===== src/rtl/axis_pkg.sv =====
// Shared AXI-Stream definitions for the S2MM re-framing path.
package axis_pkg;

  typedef enum logic [1:0] {
    ST_PASS = 2'd0,
    ST_PAD  = 2'd1
  } state_t;

  // Per-lane keep value; replicate across the byte lanes of the stream.
  localparam logic AXIS_KEEP_ALL = 1'b1;

endpackage


===== src/rtl/sync_fifo_fwft.sv =====
// First-word-fall-through synchronous FIFO; head entry is visible as soon as it is written.
module sync_fifo_fwft #(
  parameter int WIDTH = 33,
  parameter int DEPTH = 16
) (
  input  logic             clk,
  input  logic             srst,
  input  logic             wr_en,
  input  logic [WIDTH-1:0] wr_data,
  input  logic             rd_en,
  output logic [WIDTH-1:0] rd_data,
  output logic             full,
  output logic             empty
);

  localparam int AW = $clog2(DEPTH);

  logic [WIDTH-1:0] mem [DEPTH];
  logic [AW:0]      wr_ptr_reg;
  logic [AW:0]      rd_ptr_reg;
  logic             do_wr;
  logic             do_rd;

  // The extra pointer bit separates "wrapped once" (full) from "equal" (empty).
  assign empty = (wr_ptr_reg == rd_ptr_reg);
  assign full  = (wr_ptr_reg[AW] != rd_ptr_reg[AW]) &&
                 (wr_ptr_reg[AW-1:0] == rd_ptr_reg[AW-1:0]);

  assign do_wr = wr_en && !full;
  assign do_rd = rd_en && !empty;

  // Gate the head so the data/last outputs read zero while nothing is queued.
  assign rd_data = empty ? '0 : mem[rd_ptr_reg[AW-1:0]];

  always_ff @(posedge clk) begin
    if (do_wr) begin
      mem[wr_ptr_reg[AW-1:0]] <= wr_data;
    end
  end

  always_ff @(posedge clk) begin
    if (srst) begin
      wr_ptr_reg <= '0;
      rd_ptr_reg <= '0;
    end else begin
      if (do_wr) wr_ptr_reg <= wr_ptr_reg + (AW+1)'(1);
      if (do_rd) rd_ptr_reg <= rd_ptr_reg + (AW+1)'(1);
    end
  end

endmodule


===== src/rtl/axis_frame_packer.sv =====
// Re-frames an AXI-Stream into fixed-length DMA frames: drops partial-keep beats,
// forces tlast every FRAME_BEATS beats and pads frames that end early.
module axis_frame_packer
  import axis_pkg::*;
#(
  parameter int                DATA_W      = 32,
  parameter int                FIFO_DEPTH  = 16,
  parameter int                FRAME_BEATS = 1024,
  parameter logic [DATA_W-1:0] PAD_WORD    = '0
) (
  input  logic                s_axis_aclk,
  input  logic                reset,
  input  logic [DATA_W-1:0]   s_axis_tdata,
  input  logic [DATA_W/8-1:0] s_axis_tkeep,
  input  logic                s_axis_tlast,
  input  logic                s_axis_tvalid,
  output logic                s_axis_tready,
  output logic [DATA_W-1:0]   m_axis_tdata,
  output logic [DATA_W/8-1:0] m_axis_tkeep,
  output logic                m_axis_tlast,
  output logic                m_axis_tvalid,
  input  logic                m_axis_tready,
  output logic [15:0]         frames_out,
  output logic [15:0]         short_frames,
  output logic [15:0]         drop_cnt,
  output logic [1:0]          state_reg
);

  localparam int                KEEP_W   = DATA_W / 8;
  localparam int                CNT_W    = $clog2(FRAME_BEATS);
  localparam logic [CNT_W-1:0]  CNT_LAST = CNT_W'(FRAME_BEATS - 1);
  localparam logic [KEEP_W-1:0] KEEP_ALL = {KEEP_W{AXIS_KEEP_ALL}};

  state_t            fsm_state_reg;
  logic [CNT_W-1:0]  cnt_reg;
  logic [15:0]       frames_out_reg;
  logic [15:0]       short_frames_reg;
  logic [15:0]       drop_cnt_reg;

  logic              fifo_full;
  logic              fifo_empty;
  logic              fifo_wr_en;
  logic [DATA_W:0]   fifo_wr_data;
  logic [DATA_W:0]   fifo_rd_data;

  logic              s_accept;
  logic              keep_ok;
  logic              beat_last;
  logic              m_handshake;

  assign s_axis_tready = !fifo_full && (fsm_state_reg == ST_PASS);
  assign s_accept      = s_axis_tvalid && s_axis_tready;
  assign keep_ok       = (s_axis_tkeep == KEEP_ALL);
  assign beat_last     = (cnt_reg == CNT_LAST);

  always_comb begin
    fifo_wr_en   = 1'b0;
    fifo_wr_data = {beat_last, s_axis_tdata};
    case (fsm_state_reg)
      ST_PASS: fifo_wr_en = s_accept && keep_ok;
      ST_PAD: begin
        fifo_wr_en   = !fifo_full;
        fifo_wr_data = {beat_last, PAD_WORD};
      end
      default: fifo_wr_en = 1'b0;
    endcase
  end

  sync_fifo_fwft #(
    .WIDTH (DATA_W + 1),
    .DEPTH (FIFO_DEPTH)
  ) u_fifo (
    .clk     (s_axis_aclk),
    .srst    (reset),
    .wr_en   (fifo_wr_en),
    .wr_data (fifo_wr_data),
    .rd_en   (m_axis_tready),
    .rd_data (fifo_rd_data),
    .full    (fifo_full),
    .empty   (fifo_empty)
  );

  assign m_axis_tvalid = !fifo_empty;
  assign m_axis_tdata  = fifo_rd_data[DATA_W-1:0];
  assign m_axis_tlast  = fifo_rd_data[DATA_W];
  assign m_axis_tkeep  = KEEP_ALL;
  assign m_handshake   = m_axis_tvalid && m_axis_tready;

  always_ff @(posedge s_axis_aclk) begin
    if (reset) begin
      fsm_state_reg    <= ST_PASS;
      cnt_reg          <= '0;
      frames_out_reg   <= '0;
      short_frames_reg <= '0;
      drop_cnt_reg     <= '0;
    end else begin
      if (m_handshake && m_axis_tlast) frames_out_reg <= frames_out_reg + 16'd1;
      if (fifo_wr_en) cnt_reg <= beat_last ? '0 : cnt_reg + CNT_W'(1);

      case (fsm_state_reg)
        ST_PASS: begin
          if (s_accept && !keep_ok) drop_cnt_reg <= drop_cnt_reg + 16'd1;
          // A tlast landing on the last slot is a normal frame end, not a short frame.
          if (fifo_wr_en && s_axis_tlast && !beat_last) fsm_state_reg <= ST_PAD;
        end
        ST_PAD: begin
          if (fifo_wr_en && beat_last) begin
            fsm_state_reg    <= ST_PASS;
            short_frames_reg <= short_frames_reg + 16'd1;
          end
        end
        default: fsm_state_reg <= ST_PASS;
      endcase
    end
  end

  assign frames_out   = frames_out_reg;
  assign short_frames = short_frames_reg;
  assign drop_cnt     = drop_cnt_reg;
  assign state_reg    = fsm_state_reg;

endmodule

===== config.mk =====
export PLATFORM = sky130hd
export DESIGN_NAME = axis_frame_packer
export DESIGN_NICKNAME = d
export VERILOG_FILES = /design/src/rtl/axis_pkg.sv /design/src/rtl/sync_fifo_fwft.sv /design/src/rtl/axis_frame_packer.sv
export SDC_FILE = /design/constraint.sdc
export NUM_CORES = 1
export LEC_CHECK = 0
export ABC_CLOCK_PERIOD_IN_PS = 7000
export CAP_MARGIN = 20
export CORE_UTILIZATION = 30
export CTS_CLUSTER_DIAMETER = 40
export DETAILED_ROUTE_END_ITERATION = 7
export HOLD_SLACK_MARGIN = 0.03
export PLACE_DENSITY_LB_ADDON = 0.1
export RECOVER_POWER = 25
export SYNTH_ARGS = -nofsm -noshare
export SYNTH_HDL_FRONTEND = slang
export SYNTH_HIERARCHICAL = 1
export SYNTH_SLANG_ARGS = --single-unit

===== constraint.sdc =====
create_clock -name s_axis_aclk -period 7 [get_ports s_axis_aclk]
set_clock_uncertainty 0.05 [all_clocks]
set_input_delay 0.7 -clock s_axis_aclk [delete_from_list [all_inputs] [get_ports s_axis_aclk]]
set_output_delay 0.7 -clock s_axis_aclk [all_outputs]
set_load 0.01 [all_outputs]

# Word-level counts from Yosys, hierarchy flattened
# Memory sizes are Yosys's and may differ from the RTL's. A register that Yosys moved wholly into a read port is not among the register bits.
# Cells that the tools add are included.
dict set report totals {
  elab_cells 52
  output_inout_bits 89
  input_bits 41
  ramBits 528
  regBits 70
  memories 1
}
# memory depth width read_ports rd_ports_with_merged_regs wr line_no
set mem_list {}
lappend mem_list {u_fifo.mem 16 33 1 1 1 sync_fifo_fwft.sv:18} ;# logic [WIDTH-1:0] mem [DEPTH];
dict set report op_classes {
  n_mux 11
  n_addsub 6
  reduce_logical 19
  eq_ne 8
}
# cell n
set op_table {}
lappend op_table {{adder 16 x 1 -> 16 bit, second input constant} 3}
lappend op_table {{two-way mux 33 bit} 1}
lappend op_table {{two-way mux 32 bit} 1}
lappend op_table {{logical AND 1 bit} 11}
lappend op_table {{adder 10 x 1 -> 10 bit, second input constant} 1}
lappend op_table {{adder 5 x 1 -> 5 bit, second input constant} 2}
lappend op_table {{equality test 10 bit, second input constant} 1}
lappend op_table {{two-way mux 10 bit} 1}
lappend op_table {{two-way mux 4 bit} 2}
lappend op_table {{AND reduction 2 bit} 3}
lappend op_table {{equality test 5 bit} 1}
lappend op_table {{equality test 4 bit} 1}
lappend op_table {{equality test 4 bit, second input constant} 1}
lappend op_table {{logical NOT 1 bit} 4}
lappend op_table {{two-way mux 2 bit} 2}
lappend op_table {{case mux 2 bit (2 select lines)} 1}
lappend op_table {{equality test 2 x 1 -> 1 bit, second input constant} 1}
lappend op_table {{logical NOT 2 bit} 1}
lappend op_table {{two-way mux 1 bit} 2}
lappend op_table {{inequality test 2 x 1 -> 1 bit, second input constant} 1}
lappend op_table {{inequality test 2 bit, second input constant} 1}
lappend op_table {{case mux 1 bit (2 select lines)} 1}
lappend op_table {{inequality test 1 bit} 1}

# Logic depth before layout (Yosys ltp)
dict set report depth {
  word_depth 11
  mapped_depth 12
  depth_no_buf 9
}

# Cells and area by module
# The synthesis kept the hierarchy.
# module seq_area_each_um2 cells_per_inst instances area_each_um2
set by_module_without_submodules {}
lappend by_module_without_submodules {sync_fifo_fwft 16135.5 916 1 20678.6}
lappend by_module_without_submodules {axis_frame_packer 1181.1 379 1 3111.7}

# Worst setup path before layout
# No wires, ideal clock.
dict set report synth_timing {
  kind {flip-flop to flip-flop}
  startpoint {register u_fifo.rd_ptr_reg[4]}
  endpoint {memory u_fifo.mem[3][0], enable pin}
  stages_incl_launch_ff 10
  required_ps 6557
  setup_time_ps 393
  period_less_slack_ps 3499
  path_slack_ps 3501
  arrival_ps 3056
  n_path_buf 2
  cell_sequence {dfxtp_1 > xnor2_1 > nor2_1 > nand2b_2 > a21boi_1 > clkbuf_1 > inv_1 > a21boi_4 > buf_6 > and3_1}
}
dict set report synth_between {
  elab_chain_len 10
}
# item line_no
set synth_rtl {}
lappend synth_rtl {{from (decl)} sync_fifo_fwft.sv:20} ;# logic [AW:0] rd_ptr_reg;
lappend synth_rtl {{from (signal assigned)} sync_fifo_fwft.sv:47} ;# if (do_rd) rd_ptr_reg <= rd_ptr_reg + (AW+1)'(1);
lappend synth_rtl {{inequality test 1 bit *} sync_fifo_fwft.sv:26} ;# assign full = (wr_ptr_reg[AW] != rd_ptr_reg[AW]) &&
lappend synth_rtl {{logical AND 1 bit *} sync_fifo_fwft.sv:26}
lappend synth_rtl {{net fifo_full} axis_frame_packer.sv:40} ;# logic fifo_full;
lappend synth_rtl {{logical NOT 1 bit *} {axis_frame_packer.sv:51, axis_frame_packer.sv:62}}
lappend synth_rtl {{logical AND 1 bit} axis_frame_packer.sv:51} ;# assign s_axis_tready = !fifo_full && (fsm_state_reg == ST_PASS);
lappend synth_rtl {{logical AND 1 bit} axis_frame_packer.sv:52} ;# assign s_accept = s_axis_tvalid && s_axis_tready;
lappend synth_rtl {{logical AND 1 bit} axis_frame_packer.sv:60} ;# ST_PASS: fifo_wr_en = s_accept && keep_ok;
lappend synth_rtl {{case mux 1 bit (2 select lines) *} axis_frame_packer.sv:59} ;# case (fsm_state_reg)
lappend synth_rtl {{net fifo_wr_en} axis_frame_packer.sv:42} ;# logic fifo_wr_en;
lappend synth_rtl {{logical AND 1 bit *} sync_fifo_fwft.sv:29} ;# assign do_wr = wr_en && !full;
lappend synth_rtl {{two-way mux 1 bit *} sync_fifo_fwft.sv:36} ;# if (do_wr) begin
lappend synth_rtl {{two-way mux 1 bit (implied by the code) *} sync_fifo_fwft.sv:37} ;# mem[wr_ptr_reg[AW-1:0]] <= wr_data;
lappend synth_rtl {{to (decl)} sync_fifo_fwft.sv:18}
# The timed path passes the listed nets; every way through them passes the cells marked *.

# Worst setup path in the final report
dict set report layout_timing {
  startpoint {register fsm_state_reg[0] (netlist: state_reg[0])}
  endpoint {memory u_fifo.mem[8][21], enable pin}
}
dict set report layout_between {
  elab_chain_len 8
  word_cells_on_any_way 9
  cone_classes {eq/ne: 1; mux: 3; reduce/logical: 5}
}
# item line_no
set layout_rtl {}
lappend layout_rtl {{from (decl)} axis_frame_packer.sv:34} ;# state_t fsm_state_reg;
lappend layout_rtl {{from (signal assigned)} axis_frame_packer.sv:91} ;# fsm_state_reg <= ST_PASS;
lappend layout_rtl {{from (signal assigned)} axis_frame_packer.sv:104} ;# if (fifo_wr_en && s_axis_tlast && !beat_last) fsm_state_reg <= ST_PAD;
lappend layout_rtl {{from (signal assigned)} axis_frame_packer.sv:108} ;# fsm_state_reg <= ST_PASS;
lappend layout_rtl {{logical NOT 2 bit} {axis_frame_packer.sv:51, axis_frame_packer.sv:59}}
lappend layout_rtl {{logical AND 1 bit} axis_frame_packer.sv:51}
lappend layout_rtl {{logical AND 1 bit} axis_frame_packer.sv:52}
lappend layout_rtl {{logical AND 1 bit} axis_frame_packer.sv:60}
lappend layout_rtl {{case mux 1 bit (2 select lines) *} axis_frame_packer.sv:59}
lappend layout_rtl {{net fifo_wr_en} axis_frame_packer.sv:42}
lappend layout_rtl {{logical AND 1 bit *} sync_fifo_fwft.sv:29}
lappend layout_rtl {{two-way mux 1 bit *} sync_fifo_fwft.sv:36}
lappend layout_rtl {{two-way mux 1 bit (implied by the code) *} sync_fifo_fwft.sv:37}
# Marks and branches as above.

==> metrics.txt <==
status=finished with violations; failing checks=max-capacitance violations, max-slew violations; Max Clock Freq=a little under 0.2 GHz; synthesis-stage register bit count=601; post-DR wirelength/cell=22.6 um; post-synth cell types=57; antenna violations before repair=0; CP required=7.23 ns; clk_lat worst skew=0.62 ns; cell area after layout=29700 um^2; pre-CTS WS=2.63 ns; CTS Buffer Depth=3; worst reg2reg path depth=7; port bufs=124; Max Cap Viol=1; startpoint types=flip-flop; proportion of synthesized chip area in sequential cells=between 70 and 80%; Synth Flop Type=edfxtp_1; most frequent cells in the layout=edfxtp_1, mux4_2, clkdlybuf4s50_1; Critical R2R Capture=u_fifo/mem[8][21]$_DFFE_PP_; Syn. warnings=6; WL final=about 59 mm; CTS resizes=0; Worst EP arrival=5.39 ns; mux share of post-synthesis cell area=13.1%; GPL Wtd Cong=0.698; layout overhead on the synthesized area=24.9%; cts-stage hold buffer count=0; Synth Area in Simple Gates=6.50%; RSZ-0062 raised after global routing=false; row count=between 100 and 150; CP peak stage delay=1.98 ns; total track usage=between 10 and 15%; die span in y=between 200 and 300 um; Leakage=9.21 nW; Die Span X=between 200 and 300 um; CP Class=reg -> reg; die area=80400 um^2; Post-DP Area=about 26000 um^2; Initial Util=a little under a third; dpl cells=around 2400; DRC=0; Max-slew headroom=-87.8%; main combinational cell family by area after synthesis=multiplexers; largest net degree at the start of global routing=75; Setup TNS Final=0 ns; pwr/cell area=319 nW/um^2; ratio of cells with drive above 1 in the final layout=23.4%; NumNets Final=1543; GR Overflow Total=0; area share of the largest cell type after synthesis=66.6%; Max Slew Vio Count=39; Post-synth EDFFs=~530; cell count after synthesis=1295; CP max-delay cell=clkbuf_1; worst r2r src=state_reg[0]$_SDFFE_PP0P_; Setup crit start=state_reg[0]$_SDFFE_PP0P_; CTS tree=built; commonest non-fill, non-tap cell in the layout=edfxtp_1; CP Capture Point=u_fifo/mem[8][21]$_DFFE_PP_; Final Hold Viols=0; Worst-Margin Slew=2.82 ns; core area=between 70000 and 80000 um^2; Max VDD drop=197 uV; crit path setup slack, layout=1.84 ns; max reg flops=528; vias in the first global route=13500; r2r setup slk=1.84 ns; Antenna Violating Nets Remaining=0; Area contributors post-synth=edfxtp_1, mux4_2, dfxtp_1; final period utilization=73.8%; largest area contributor in the netlist=edfxtp_1; Compound-Gate Fraction of Synth Area=4.07%; DPL Wire Length=34.0 mm; Synth Area in Adders=0.473%; Final Non-Filler Cells=2622; Syn Area/Cell=18.4 um^2; xor/xnor share of the synthesized area=0.915%; H-tree levels=3; CTS sink count=601; # IOs=130; Fin Hold WS=0.447 ns; DRT iter0 DRCs=863; ANT cells=0; total CTS buffers=~100; vias per cell=a little under 5; clock slew at reported path FFs=0.05 ns; global-route wire length before repair=89.5 mm; post-CTS setup repair buffer count=0; Detailed Routing Iterations Pass 1=5; vias=12800; crit end category=flip-flop; critical-path cell list=clkbuf_1, nand2b_2, a21boi_1, inv_1, a21boi_4, and4_2, buf_4; Post-Syn Area=23800 um^2; asr flop ratio synth=0%; worst hold path class=reg -> reg; Final min period=5.16 ns; root buffer cell=clkbuf_16; CP max FO=38; Setup Viol. Count Final=0
## per-stage QoR
stage | total power, W | util (%)
3_5_place_dp | 0.00463 | 33.6
2_1_floorplan | 0.00438 | -
6_report | 0.00947 | 38.1
4_1_cts | 0.00962 | 38.0
5_1_grt | 0.00981 | 38.1
3_3_place_gp | 0.00462 | 33.4
## worst min-delay path by stage
stage	from	to	slack, ns	depth (start not counted)
after floorplan	cnt_reg[1]$_SDFFE_PP0P_	cnt_reg[1]$_SDFFE_PP0P_	0.41	2
after global placement	cnt_reg[1]$_SDFFE_PP0P_	cnt_reg[1]$_SDFFE_PP0P_	0.44	2
after detailed placement	cnt_reg[1]$_SDFFE_PP0P_	cnt_reg[1]$_SDFFE_PP0P_	0.44	2
after CTS	cnt_reg[1]$_SDFFE_PP0P_	cnt_reg[1]$_SDFFE_PP0P_	0.44	2
after global routing	cnt_reg[1]$_SDFFE_PP0P_	cnt_reg[1]$_SDFFE_PP0P_	0.47	2
final	cnt_reg[1]$_SDFFE_PP0P_	cnt_reg[1]$_SDFFE_PP0P_	0.45	2
## layout make-up
type | instances | area, um^2
inverters | 16 | 60.1
clock buffers | 118 | 2690
fillers | 7150 | 48300
clock inverters | 75 | 767
flip-flops and latches | 601 | 17300
multi-input cells | 606 | 6010
well taps | 1040 | 1300
repair buffers | 166 | 1550
## cells in the mapped netlist (all sizes together) (16+ instances only)
cell	number
nor3	40
o31ai	16
nor2	35
and3	18
a21oi	38
dfxtp	73
buf	47
or4	20
nand3	24
edfxtp	528
o22ai	66
xor2	17
nand4	23
o21ai	18
mux4	132
nor2b	42
nand2	27
clkbuf	28
## where the power goes
part,switching [W],total [W],internal (W)
clock,0.00173,0.00493,0.00320
sequential,0.0000428,0.00396,0.00392
combinational,0.000312,0.000583,0.000271
total,0.00209,0.00947,0.00738
## logic make-up (layout without fill, tap and decap cells)
| family | Yosys count | count (layout) |
|---|---|---|
| adders and majority gates | 9 | 9 |
| AOI/OAI and AO/OA | 154 | 154 |
| muxes | 145 | 145 |
| xor gates and xnor gates | 24 | 24 |
| other | 2 | 5 |
| and+or+nand+nor | 269 | 269 |
| DFF | 601 | 601 |
| buffers and inverters | 91 | 375 |
## layer usage
layer	global-route usage [%]	vias up	routed length, um
met5	0	-	0
met4	4.04	0	1130
met3	3.12	89	2340
met2	23.7	267	28300
met1	20.7	6733	27600
li1	-	5739	-
## critical path: cells and delay by family, from the launching register on
family / cells / cell delay [ns]
AOI/OAI and AO/OA: 2 / 0.80
buffers and inverters: 3 / 2.81
DFF: 1 / 0.30
and+or+nand+nor: 2 / 0.84
Power figures use the tool's default switching activity.
